`config.mk`:
```
export PLATFORM = sky130hd
export DESIGN_NAME = axi_cmd_master
export DESIGN_NICKNAME = d
export VERILOG_FILES = /design/src/rtl/axi_master_pkg.sv /design/src/rtl/axi_beat_counter.sv /design/src/rtl/axi_cmd_master.sv
export SDC_FILE = /design/constraint.sdc
export NUM_CORES = 1
export LEC_CHECK = 0
export BUFFER_PORTS_ARGS = -buffer_cell sky130_fd_sc_hd__buf_2
export CAP_MARGIN = 20
export CORE_AREA = 2 2 195 197
export CTS_CLUSTER_DIAMETER = 50
export DETAILED_ROUTE_END_ITERATION = 7
export DIE_AREA = 0 0 197 199
export REMOVE_ABC_BUFFERS = 1
export SYNTH_ARGS = -nofsm -noshare
export SYNTH_HDL_FRONTEND = slang
export SYNTH_SLANG_ARGS = --single-unit
```
`constraint.sdc`:
```
create_clock -name AXI_ACLK -period 3.57 [get_ports AXI_ACLK]
set_input_delay 0.5355 -clock AXI_ACLK [delete_from_list [all_inputs] [get_ports AXI_ACLK]]
set_output_delay 0.5355 -clock AXI_ACLK [all_outputs]
set_load 0.03 [all_outputs]
```
`src/rtl/axi_master_pkg.sv`:
```
// Shared types and helpers for the AXI3 command master: FSM states, response and
// burst encodings, completion-error bit positions, response severity and 4KB checks.
package axi_master_pkg;

   typedef enum logic [2:0] {
      ST_IDLE    = 3'd0,
      ST_WR_ADDR = 3'd1,
      ST_RD_ADDR = 3'd2,
      ST_WR_DATA = 3'd3,
      ST_WR_RESP = 3'd4,
      ST_RD_DATA = 3'd5,
      ST_DONE    = 3'd6
   } state_t;

   localparam logic [1:0] RESP_OKAY   = 2'b00;
   localparam logic [1:0] RESP_EXOKAY = 2'b01;
   localparam logic [1:0] RESP_SLVERR = 2'b10;
   localparam logic [1:0] RESP_DECERR = 2'b11;

   localparam logic [1:0] BURST_FIXED = 2'b00;
   localparam logic [1:0] BURST_INCR  = 2'b01;
   localparam logic [1:0] BURST_WRAP  = 2'b10;

   localparam int ERR_LAST_MISMATCH = 0;
   localparam int ERR_ID_MISMATCH   = 1;
   localparam int ERR_TIMEOUT       = 2;

   // Response encodings already ascend in severity (OKAY < EXOKAY < SLVERR < DECERR).
   function automatic logic [1:0] resp_worse(input logic [1:0] a, input logic [1:0] b);
      return (b > a) ? b : a;
   endfunction

   // True when an INCR burst starting at this page offset runs past the 4KB boundary.
   function automatic logic crosses_4k(input logic [11:0] offset,
                                       input logic [7:0]  len,
                                       input logic [2:0]  size);
      logic [16:0] span;
      span = (17'(len) + 17'd1) << size;
      return (17'(offset) + span) > 17'd4096;
   endfunction

endpackage

```
`src/rtl/axi_beat_counter.sv`:
```
// Beat counter for one burst: loaded with LEN at command accept, advanced per
// data handshake, flags the final beat.
module axi_beat_counter
   import axi_master_pkg::*;
#(
   parameter int C_AXI_LEN_WIDTH = 4
) (
   input  logic                       AXI_ACLK,
   input  logic                       AXI_ARESET,
   input  logic                       load,
   input  logic [C_AXI_LEN_WIDTH-1:0] len,
   input  logic                       inc,
   output logic                       is_last
);

   logic [C_AXI_LEN_WIDTH-1:0] count_q;
   logic [C_AXI_LEN_WIDTH-1:0] len_q;

   // NOTE: sequential state uses <= so every flop samples pre-edge values.
   always_ff @(posedge AXI_ACLK) begin
      if (AXI_ARESET) begin
         count_q <= '0;
         len_q   <= '0;
      end else if (load) begin
         count_q <= '0;
         len_q   <= len;
      end else if (inc) begin
         count_q <= count_q + 1'b1;
      end
   end

   assign is_last = (count_q == len_q);

endmodule

```
`src/rtl/axi_cmd_master.sv`:
```
// AXI3 initiator: turns one command into a complete read or write burst,
// streams beats through, and reports a single completion per command.
module axi_cmd_master
   import axi_master_pkg::*;
#(
   parameter int C_AXI_ID_WIDTH   = 5,
   parameter int C_AXI_ADDR_WIDTH = 32,
   parameter int C_AXI_DATA_WIDTH = 64,
   parameter int C_AXI_LEN_WIDTH  = 4,
   parameter int C_TIMEOUT        = 1024
) (
   input  logic                          AXI_ACLK,
   input  logic                          AXI_ARESET,
   // command
   input  logic                          cmd_valid,
   output logic                          cmd_ready,
   input  logic                          cmd_write,
   input  logic [C_AXI_ADDR_WIDTH-1:0]   cmd_addr,
   input  logic [C_AXI_LEN_WIDTH-1:0]    cmd_len,
   input  logic [2:0]                    cmd_size,
   input  logic [1:0]                    cmd_burst,
   input  logic [C_AXI_ID_WIDTH-1:0]     cmd_id,
   // write beat stream
   input  logic [C_AXI_DATA_WIDTH-1:0]   wr_data,
   input  logic [C_AXI_DATA_WIDTH/8-1:0] wr_strb,
   input  logic                          wr_valid,
   output logic                          wr_ready,
   // read beat stream
   output logic [C_AXI_DATA_WIDTH-1:0]   rd_data,
   output logic [1:0]                    rd_resp,
   output logic                          rd_last,
   output logic                          rd_valid,
   input  logic                          rd_ready,
   // completion
   output logic                          done_valid,
   output logic [C_AXI_ID_WIDTH-1:0]     done_id,
   output logic [1:0]                    done_resp,
   output logic [2:0]                    done_err,
   // AW channel
   output logic [C_AXI_ID_WIDTH-1:0]     AXI_AWID,
   output logic [C_AXI_ADDR_WIDTH-1:0]   AXI_AWADDR,
   output logic [3:0]                    AXI_AWREG,
   output logic [C_AXI_LEN_WIDTH-1:0]    AXI_AWLEN,
   output logic [2:0]                    AXI_AWSIZE,
   output logic [1:0]                    AXI_AWBURST,
   output logic [1:0]                    AXI_AWLOCK,
   output logic [3:0]                    AXI_AWCACHE,
   output logic [2:0]                    AXI_AWPROT,
   output logic [3:0]                    AXI_AWQOS,
   output logic                          AXI_AWVALID,
   input  logic                          AXI_AWREADY,
   // W channel
   output logic [C_AXI_ID_WIDTH-1:0]     AXI_WID,
   output logic [C_AXI_DATA_WIDTH-1:0]   AXI_WDATA,
   output logic [C_AXI_DATA_WIDTH/8-1:0] AXI_WSTRB,
   output logic                          AXI_WLAST,
   output logic                          AXI_WVALID,
   input  logic                          AXI_WREADY,
   // B channel
   input  logic [C_AXI_ID_WIDTH-1:0]     AXI_BID,
   input  logic [1:0]                    AXI_BRESP,
   input  logic                          AXI_BVALID,
   output logic                          AXI_BREADY,
   // AR channel
   output logic [C_AXI_ID_WIDTH-1:0]     AXI_ARID,
   output logic [C_AXI_ADDR_WIDTH-1:0]   AXI_ARADDR,
   output logic [3:0]                    AXI_ARREG,
   output logic [C_AXI_LEN_WIDTH-1:0]    AXI_ARLEN,
   output logic [2:0]                    AXI_ARSIZE,
   output logic [1:0]                    AXI_ARBURST,
   output logic [1:0]                    AXI_ARLOCK,
   output logic [3:0]                    AXI_ARCACHE,
   output logic [2:0]                    AXI_ARPROT,
   output logic [3:0]                    AXI_ARQOS,
   output logic                          AXI_ARVALID,
   input  logic                          AXI_ARREADY,
   // R channel
   input  logic [C_AXI_ID_WIDTH-1:0]     AXI_RID,
   input  logic [C_AXI_DATA_WIDTH-1:0]   AXI_RDATA,
   input  logic [1:0]                    AXI_RRESP,
   input  logic                          AXI_RLAST,
   input  logic                          AXI_RVALID,
   output logic                          AXI_RREADY
);

   localparam int TMO_W = $clog2(C_TIMEOUT + 1);

   state_t                        state_q, state_d;
   logic [C_AXI_ADDR_WIDTH-1:0]   addr_q;
   logic [C_AXI_LEN_WIDTH-1:0]    len_q;
   logic [2:0]                    size_q;
   logic [1:0]                    burst_q;
   logic [C_AXI_ID_WIDTH-1:0]     id_q;
   logic [1:0]                    resp_q;
   logic [2:0]                    err_q;
   logic [TMO_W-1:0]              tmo_q;

   logic cmd_hs, cross_4k, hs, waiting, tmo_hit, beat_inc, last_beat;
   logic w_hs, r_hs;

   assign cmd_hs   = cmd_valid && (state_q == ST_IDLE);
   assign cross_4k = (cmd_burst == BURST_INCR) &&
                     crosses_4k(cmd_addr[11:0], 8'(cmd_len), cmd_size);
   assign w_hs     = (state_q == ST_WR_DATA) && wr_valid && AXI_WREADY;
   assign r_hs     = (state_q == ST_RD_DATA) && AXI_RVALID && rd_ready;
   assign beat_inc = w_hs || r_hs;

   axi_beat_counter #(
      .C_AXI_LEN_WIDTH (C_AXI_LEN_WIDTH)
   ) u_beat_counter (
      .AXI_ACLK   (AXI_ACLK),
      .AXI_ARESET (AXI_ARESET),
      .load       (cmd_hs),
      .len        (cmd_len),
      .inc        (beat_inc),
      .is_last    (last_beat)
   );

   // State register
   always_ff @(posedge AXI_ACLK) begin
      if (AXI_ARESET) state_q <= ST_IDLE;
      else            state_q <= state_d;
   end

   // Next-state logic; also exposes the handshake and timeout events to the datapath.
   // NOTE: every comb output gets a default first so no path infers a latch.
   always_comb begin
      state_d = state_q;
      hs      = 1'b0;
      waiting = 1'b0;
      unique case (state_q)
         ST_IDLE: begin
            if (cmd_valid) begin
               if (cross_4k)       state_d = ST_DONE;
               else if (cmd_write) state_d = ST_WR_ADDR;
               else                state_d = ST_RD_ADDR;
            end
         end
         ST_WR_ADDR: begin
            waiting = 1'b1;
            hs      = AXI_AWREADY;
            if (hs) state_d = ST_WR_DATA;
         end
         ST_RD_ADDR: begin
            waiting = 1'b1;
            hs      = AXI_ARREADY;
            if (hs) state_d = ST_RD_DATA;
         end
         ST_WR_DATA: begin
            waiting = 1'b1;
            hs      = w_hs;
            if (hs && last_beat) state_d = ST_WR_RESP;
         end
         ST_WR_RESP: begin
            waiting = 1'b1;
            hs      = AXI_BVALID;
            if (hs) state_d = ST_DONE;
         end
         ST_RD_DATA: begin
            waiting = 1'b1;
            hs      = r_hs;
            if (hs && (AXI_RLAST || last_beat)) state_d = ST_DONE;
         end
         ST_DONE:  state_d = ST_IDLE;
         default:  state_d = ST_IDLE;
      endcase
      tmo_hit = waiting && !hs && (tmo_q == TMO_W'(C_TIMEOUT - 1));
      if (tmo_hit) state_d = ST_DONE;
   end

   // Command latch, completion status and handshake watchdog
   always_ff @(posedge AXI_ACLK) begin
      if (AXI_ARESET) begin
         addr_q  <= '0;
         len_q   <= '0;
         size_q  <= '0;
         burst_q <= '0;
         id_q    <= '0;
         resp_q  <= RESP_OKAY;
         err_q   <= '0;
         tmo_q   <= '0;
      end else begin
         if (hs || (state_d != state_q)) tmo_q <= '0;
         else if (waiting)               tmo_q <= tmo_q + 1'b1;

         unique case (state_q)
            ST_IDLE: begin
               if (cmd_valid) begin
                  addr_q  <= cmd_addr;
                  len_q   <= cmd_len;
                  size_q  <= cmd_size;
                  burst_q <= cmd_burst;
                  id_q    <= cmd_id;
                  resp_q  <= cross_4k ? RESP_SLVERR : RESP_OKAY;
                  err_q   <= '0;
               end
            end
            ST_WR_RESP: begin
               if (AXI_BVALID) begin
                  resp_q                 <= AXI_BRESP;
                  err_q[ERR_ID_MISMATCH] <= (AXI_BID != id_q);
               end
            end
            ST_RD_DATA: begin
               if (r_hs) begin
                  resp_q <= resp_worse(resp_q, AXI_RRESP);
                  if (AXI_RID != id_q)        err_q[ERR_ID_MISMATCH]   <= 1'b1;
                  if (AXI_RLAST != last_beat) err_q[ERR_LAST_MISMATCH] <= 1'b1;
               end
            end
            default: ;
         endcase

         if (tmo_hit) begin
            resp_q             <= RESP_SLVERR;
            err_q[ERR_TIMEOUT] <= 1'b1;
         end
      end
   end

   // Handshake and completion outputs, decoded from the registered state
   always_comb begin
      cmd_ready   = 1'b0;
      AXI_AWVALID = 1'b0;
      AXI_ARVALID = 1'b0;
      AXI_WVALID  = 1'b0;
      AXI_WLAST   = 1'b0;
      wr_ready    = 1'b0;
      AXI_BREADY  = 1'b0;
      AXI_RREADY  = 1'b0;
      rd_valid    = 1'b0;
      done_valid  = 1'b0;
      done_id     = '0;
      done_resp   = RESP_OKAY;
      done_err    = '0;
      unique case (state_q)
         ST_IDLE:    cmd_ready   = 1'b1;
         ST_WR_ADDR: AXI_AWVALID = 1'b1;
         ST_RD_ADDR: AXI_ARVALID = 1'b1;
         ST_WR_DATA: begin
            AXI_WVALID = wr_valid;
            AXI_WLAST  = last_beat;
            wr_ready   = AXI_WREADY;
         end
         ST_WR_RESP: AXI_BREADY = 1'b1;
         ST_RD_DATA: begin
            AXI_RREADY = rd_ready;
            rd_valid   = AXI_RVALID;
         end
         ST_DONE: begin
            done_valid = 1'b1;
            done_id    = id_q;
            done_resp  = resp_q;
            done_err   = err_q;
         end
         default: ;
      endcase
   end

   // Address channels share the latched command; unused sideband fields tie low.
   assign AXI_AWID    = id_q;
   assign AXI_AWADDR  = addr_q;
   assign AXI_AWREG   = 4'd0;
   assign AXI_AWLEN   = len_q;
   assign AXI_AWSIZE  = size_q;
   assign AXI_AWBURST = burst_q;
   assign AXI_AWLOCK  = 2'd0;
   assign AXI_AWCACHE = 4'd0;
   assign AXI_AWPROT  = 3'd0;
   assign AXI_AWQOS   = 4'd0;

   assign AXI_ARID    = id_q;
   assign AXI_ARADDR  = addr_q;
   assign AXI_ARREG   = 4'd0;
   assign AXI_ARLEN   = len_q;
   assign AXI_ARSIZE  = size_q;
   assign AXI_ARBURST = burst_q;
   assign AXI_ARLOCK  = 2'd0;
   assign AXI_ARCACHE = 4'd0;
   assign AXI_ARPROT  = 3'd0;
   assign AXI_ARQOS   = 4'd0;

   assign AXI_WID   = id_q;
   assign AXI_WDATA = wr_data;
   assign AXI_WSTRB = wr_strb;

   assign rd_data = AXI_RDATA;
   assign rd_resp = AXI_RRESP;
   assign rd_last = AXI_RLAST;

endmodule

```
After elaboration in Yosys (flattened, before gate mapping)
Cells that the tools add are included.
W data, S select, Z words.
- add/subtract/negate cells: 4
- eq/ne operators: 23
- muxes and demuxes: 41
- reductions and logical operators: 30
- $lt $le $gt $ge: 2
- shift operators: 1
- operators by type and width (cell ; number):
    $mux W3 ; 10
    $mux W2 ; 9
    $pmux W3 S6 ; 1
    $add A12 B17 Y17 ; 1
    $gt A17 B13 Y1 const B ; 1
    $shl A5 B3 Y17 ; 1
    $mux W1 ; 16
    $reduce_and A5 Y1 ; 3
    $add A11 B1 Y11 const B ; 1
    $eq A11 B10 Y1 const B ; 1
    $logic_and A1 B1 Y1 ; 10
    $ne A5 B5 Y1 ; 2
    $eq A3 B3 Y1 const B ; 3
    $ne A3 B3 Y1 const B ; 3
    $eq A3 B2 Y1 const B ; 2
    $ne A2 B1 Y1 const B ; 3
    $ne A2 B2 Y1 const B ; 3
    $pmux W2 S3 ; 1
    $reduce_bool A2 Y1 ; 3
    $reduce_or A2 Y1 ; 3
    $add A4 B1 Y5 const B ; 1
    $mux W5 ; 1
    $pmux W1 S5 ; 1
    $reduce_or A5 Y1 ; 1
    17 further kinds ; 20
- input bits: 208
- logic and storage cells: 115
- output and inout port bits: 290
- register bits: 73

Logic depth before layout (Yosys ltp)
- depth after elaboration: 12
- depth in mapped cells: 15
- gate-level depth less buffers: 15

Cells and area by module
From an unflattened synthesis, not the netlist that was laid out.
- cells, all modules: 760
- area, all modules: 5770.5 um^2
- by module, submodules not included (module ; cells each ; sequential area each (um^2) ; instances ; area each (um^2)):
    axi_cmd_master ; 725 ; 1301.2 ; 1 ; 5411.4
    axi_beat_counter ; 35 ; 160.2 ; 1 ; 359.1

Least setup slack after synthesis
OpenSTA, ideal clock, no wires.
- path type: in2reg
- start point: input port cmd_size[0]
- end point: register state_q[0]
- setup slack: 170 ps
- data arrival time: 3320 ps
- buffers on the path: 2
- stages on the path: 13
- data required time: 3490 ps
- library setup time: 80 ps
- cell sequence: buf_1 -> mux2i_1 -> nand2_1 -> o21ai_0 -> nor2_1 -> ha_1 -> buf_2 -> and3_1 -> a21oi_1 -> or4_1 -> a2111o_1 -> a2111o_1 -> a211oi_2
- cells in the longest elaborated chain, start to end: 8
- ends and longest elaborated chain (item ; line ; source):
    start, declared ; axi_cmd_master.sv:20 ; input logic [2:0] cmd_size,
    $shl A5 B3 Y17 ; axi_master_pkg.sv:38 ; span = (17'(len) + 17'd1) << size;
    $add A12 B17 Y17 ; axi_master_pkg.sv:39 ; return (17'(offset) + span) > 17'd4096;
    $gt A17 B13 Y1 ; axi_master_pkg.sv:39 ;
    $logic_and A1 B1 Y1 ; axi_cmd_master.sv:102 ; assign cross_4k = (cmd_burst == BURST_INCR) &&
    $mux W3 ; axi_cmd_master.sv:134 ; if (cross_4k) state_d = ST_DONE;
    $mux W3 ; axi_cmd_master.sv:133 ; if (cmd_valid) begin
    $pmux W3 S6 ; axi_cmd_master.sv:131 ; unique case (state_q)
    $mux W3 ; axi_cmd_master.sv:168 ; if (tmo_hit) state_d = ST_DONE;
    end signal, assigned ; axi_cmd_master.sv:122 ; else state_q <= state_d;
    end, declared ; axi_cmd_master.sv:88 ; state_t state_q, state_d;
No other way between the ends.
A chain may end at the register's enable or synchronous reset.

Worst setup path after layout
- start point: input port cmd_len[0]
- end point: register state_q[2]
- cells in the longest elaborated chain, start to end: 9
- ends and longest elaborated chain (item ; line ; source):
    start, declared ; axi_cmd_master.sv:19 ; input logic [C_AXI_LEN_WIDTH-1:0] cmd_len,
    $add A4 B1 Y5 ; axi_master_pkg.sv:38 ;
    $shl A5 B3 Y17 ; axi_master_pkg.sv:38 ;
    $add A12 B17 Y17 ; axi_master_pkg.sv:39 ;
    $gt A17 B13 Y1 ; axi_master_pkg.sv:39 ;
    $logic_and A1 B1 Y1 ; axi_cmd_master.sv:102 ;
    $mux W3 ; axi_cmd_master.sv:134 ;
    $mux W3 ; axi_cmd_master.sv:133 ;
    $pmux W3 S6 ; axi_cmd_master.sv:131 ;
    $mux W3 ; axi_cmd_master.sv:168 ;
No other way between the ends.

==> metrics.txt <==
syn avg cell area 7.53 sq um; total gr overflow 0; Worst path most repeated cell o21ai_0; Inserted Clock Buffers 9; Hold-fix buffers, CTS 0; vias in the first global route 4,157; Antenna Nets Post-Route 0; worst skew pair latency 0.37 ns; Leak Pwr 2.82 nW; ant diodes 0; WHS 0.410 ns; initial antenna violation count 2; maxcap violations 0; Final HPWL DP 35.8 mm; via count 5,111; Mapped Area 0.00575 sq mm; Setup crit end kind flop; period utilization 94.8%; dominant cell type by area after synthesis buf_4; Crit path max-delay family compound AO/OA/AOI/OAI gates; final setup margin 0.187 ns; gr usage total 19.8%; crit path cell chain buf_2, ha_1, nand3b_1, o21ai_0, a32o_1, o21ai_2, o21ai_0, ha_2, a21oi_2, and2_1, a211oi_2, buf_4, o21a_1, o211ai_1, a21oi_1, o41ai_1; largest net degree at the start of global routing 40; hold crit path type input port to flop; min-delay src cmd_addr[13]; Slew @ Worst Pin 0.838 ns; Finished Layout Cells 1,253; H-tree depth 3; YS warnings 0; Max Slew Vio Count 0; pre-CTS setup slack -0.271 ns; DR WL/cell 32.2 microns; # nets final 1,002; CP peak stage delay 0.36 ns; Synth Flop Type dfxtp_1; Fin Setup TNS 0 ns; clk sinks 69; clk_skew 0.0139 ns; Critical Path Start cmd_len[0]; final core area utilization 16.8%; status completed; worst r2r src state_q[2]; Yosys cell types 53; final wirelength 40.4 mm; synthesis-to-finish area growth 8.44%; Pwr Density 461 mW/mm^2; Fin. Hold Viols 0; crit path DAT 3.63 ns; count of input and output buffers 191; post-synthesis sequential area ratio 24.0%; Placed Area 0.00585 sq mm; slew margin rel. 44.1%; worst path bufs/invs 2; Fmax achieved 296 MHz; crit path kind input port to flop; RD Place Congestion 0.921; asr flop ratio synth 0%; slowest CP cell ha_2; clock tree buffer depth 2; area share of the largest cell type after synthesis 29.4%; Max IR drop VDD 0.229 mV; row count 71; #FFs+latches synth 69; cells after synthesis 764; die footprint 0.0392 sq mm; Final Cell Area 0.00623 sq mm; first-pass GRT wire length 48.2 mm; Detailed Routing Iterations Pass 1 5; Root Driver clkbuf_16; DRC viols 0; Max FO, Critical Path 8; placed cell count 1,237; number of enable flip-flop cells after synthesis 0; Setup violations, final 0; Design Power 2.87 mW; min cycle time layout 3.38 ns; share of cells above drive strength 1 32.9%; CTS clk-pin slew, worst paths 0.06 ns; WP data required 3.82 ns; die width 197 microns; Die Span Y 199 microns; Via density 4.08; DRT iter0 DRCs 374; CORE AREA 0.0371 sq mm; top cells by area, synth buf_4 (29%), dfxtp_1 (24%), nand2_1 (7.2%); Startpoint Class input port; CTS tree built; initial core utilization 15.5%; IO Count 498
==> worst min-delay path: cells and delay by family <==
family	cells	cell delay [ns]
AND/OR/NAND/NOR	1	0.04
AO/OA/AOI/OAI	1	0.05
buffers and inverters	1	0.09
==> worst paths after layout <==
check | to | slack (ns) | cells past startpoint
worst min-delay path | AXI_ARADDR[13] | 0.41 | 3
worst max register to register | tmo_q[10] | 0.86 | 8
worst min register to register | AXI_ARBURST[0] | 0.47 | 2
worst max-delay path | state_q[2] | 0.19 | 16
==> cell usage after synthesis, types with 3 or more instances <==
cell type / number
a31oi_1: 6
nor4_1: 7
a21oi_1: 59
nor2b_1: 8
nand3b_1: 5
dfxtp_1: 69
nand2b_1: 3
and2_1: 18
xnor2_1: 11
xor2_1: 19
buf_2: 4
nand4_1: 9
nor2_1: 45
nand2_1: 111
ha_1: 18
buf_4: 225
inv_1: 12
o21ai_0: 19
mux2i_1: 9
a211oi_1: 6
clkbuf_1: 23
nand3_1: 9
o211ai_1: 3
nor3b_1: 3
and3_1: 6
nor3_1: 10
o21a_1: 7
==> placed cells by master, fill, tap and decap left out, types with 6 or more instances in the layout <==
cell         n
nand4_1      9
buf_2      191
nor2_1      45
nand2_1    110
xor2_1      18
dfxtp_1     69
a211oi_1     6
o21a_1       7
xnor2_1     11
o21ai_0     15
and3_1       6
a31oi_1      6
clkbuf_16    9
ha_1        13
a21oi_1     55
nor3_1      10
conb_1      34
mux2i_1      9
and2_1      17
nor4_1       7
nor2b_1      8
inv_1       12
buf_4       29
nand3_1      9
==> sequential cells by signal, summed over array words and instances, names as in the netlist <==
name and cells:
AXI_ARID 5, resp_q 2, u_beat_counter.count_q 4, state_q 3, err_q 3, AXI_ARADDR 32
AXI_ARSIZE 3, tmo_q 11, u_beat_counter.len_q 4, AXI_ARBURST 2
==> timing repair <==
action	CTS	global route
endpoints found under the setup margin	0	3
buffers inserted	0	1
gates resized for setup	0	22
==> cell families (layout without fill, tap and decap cells) <==
kind of cell / Yosys count / count (layout) / synth area share, %
compound gates: 124 / 124 / 13.3
xor+xnor: 30 / 30 / 4.57
fa+ha+maj: 19 / 19 / 4.27
buf+inv: 266 / 248 / 32.1
flops: 69 / 69 / 24.0
mux: 9 / 9 / 1.57
other cells: 1 / 34 / 0.0652
simple gates: 246 / 246 / 20.1
==> layout make-up <==
type | instances | area [sq um]
Fill cell | 4263 | 30900
Inverter | 12 | 45.0
Timing Repair Buffer | 221 | 1190
Sequential cell | 69 | 1380
Clock buffer | 9 | 225
Multi-Input combinational cell | 462 | 2730
Clock inverter | 6 | 63.8
Tap cell | 474 | 593
==> layer usage <==
layer | GRT usage, % | up-vias | wire length [microns] | share of wire [%]
met3 | 28.8 | 28 | 12500 | 31
met5 | 1.02 | - | 76 | 0.19
met4 | 4.04 | 6 | 575 | 1.4
met2 | 28.6 | 470 | 16800 | 42
met1 | 14.7 | 2303 | 10500 | 26
li1 | - | 2304 | - | -
==> power breakdown <==
group	leakage (nW)	internal [mW]	switching, mW
Combinational	2.12	0.318	0.689
Clock	0.138	0.538	0.418
Sequential	0.563	0.833	0.0762
Total	2.82	1.69	1.18
(Power assumes the default switching activity.)
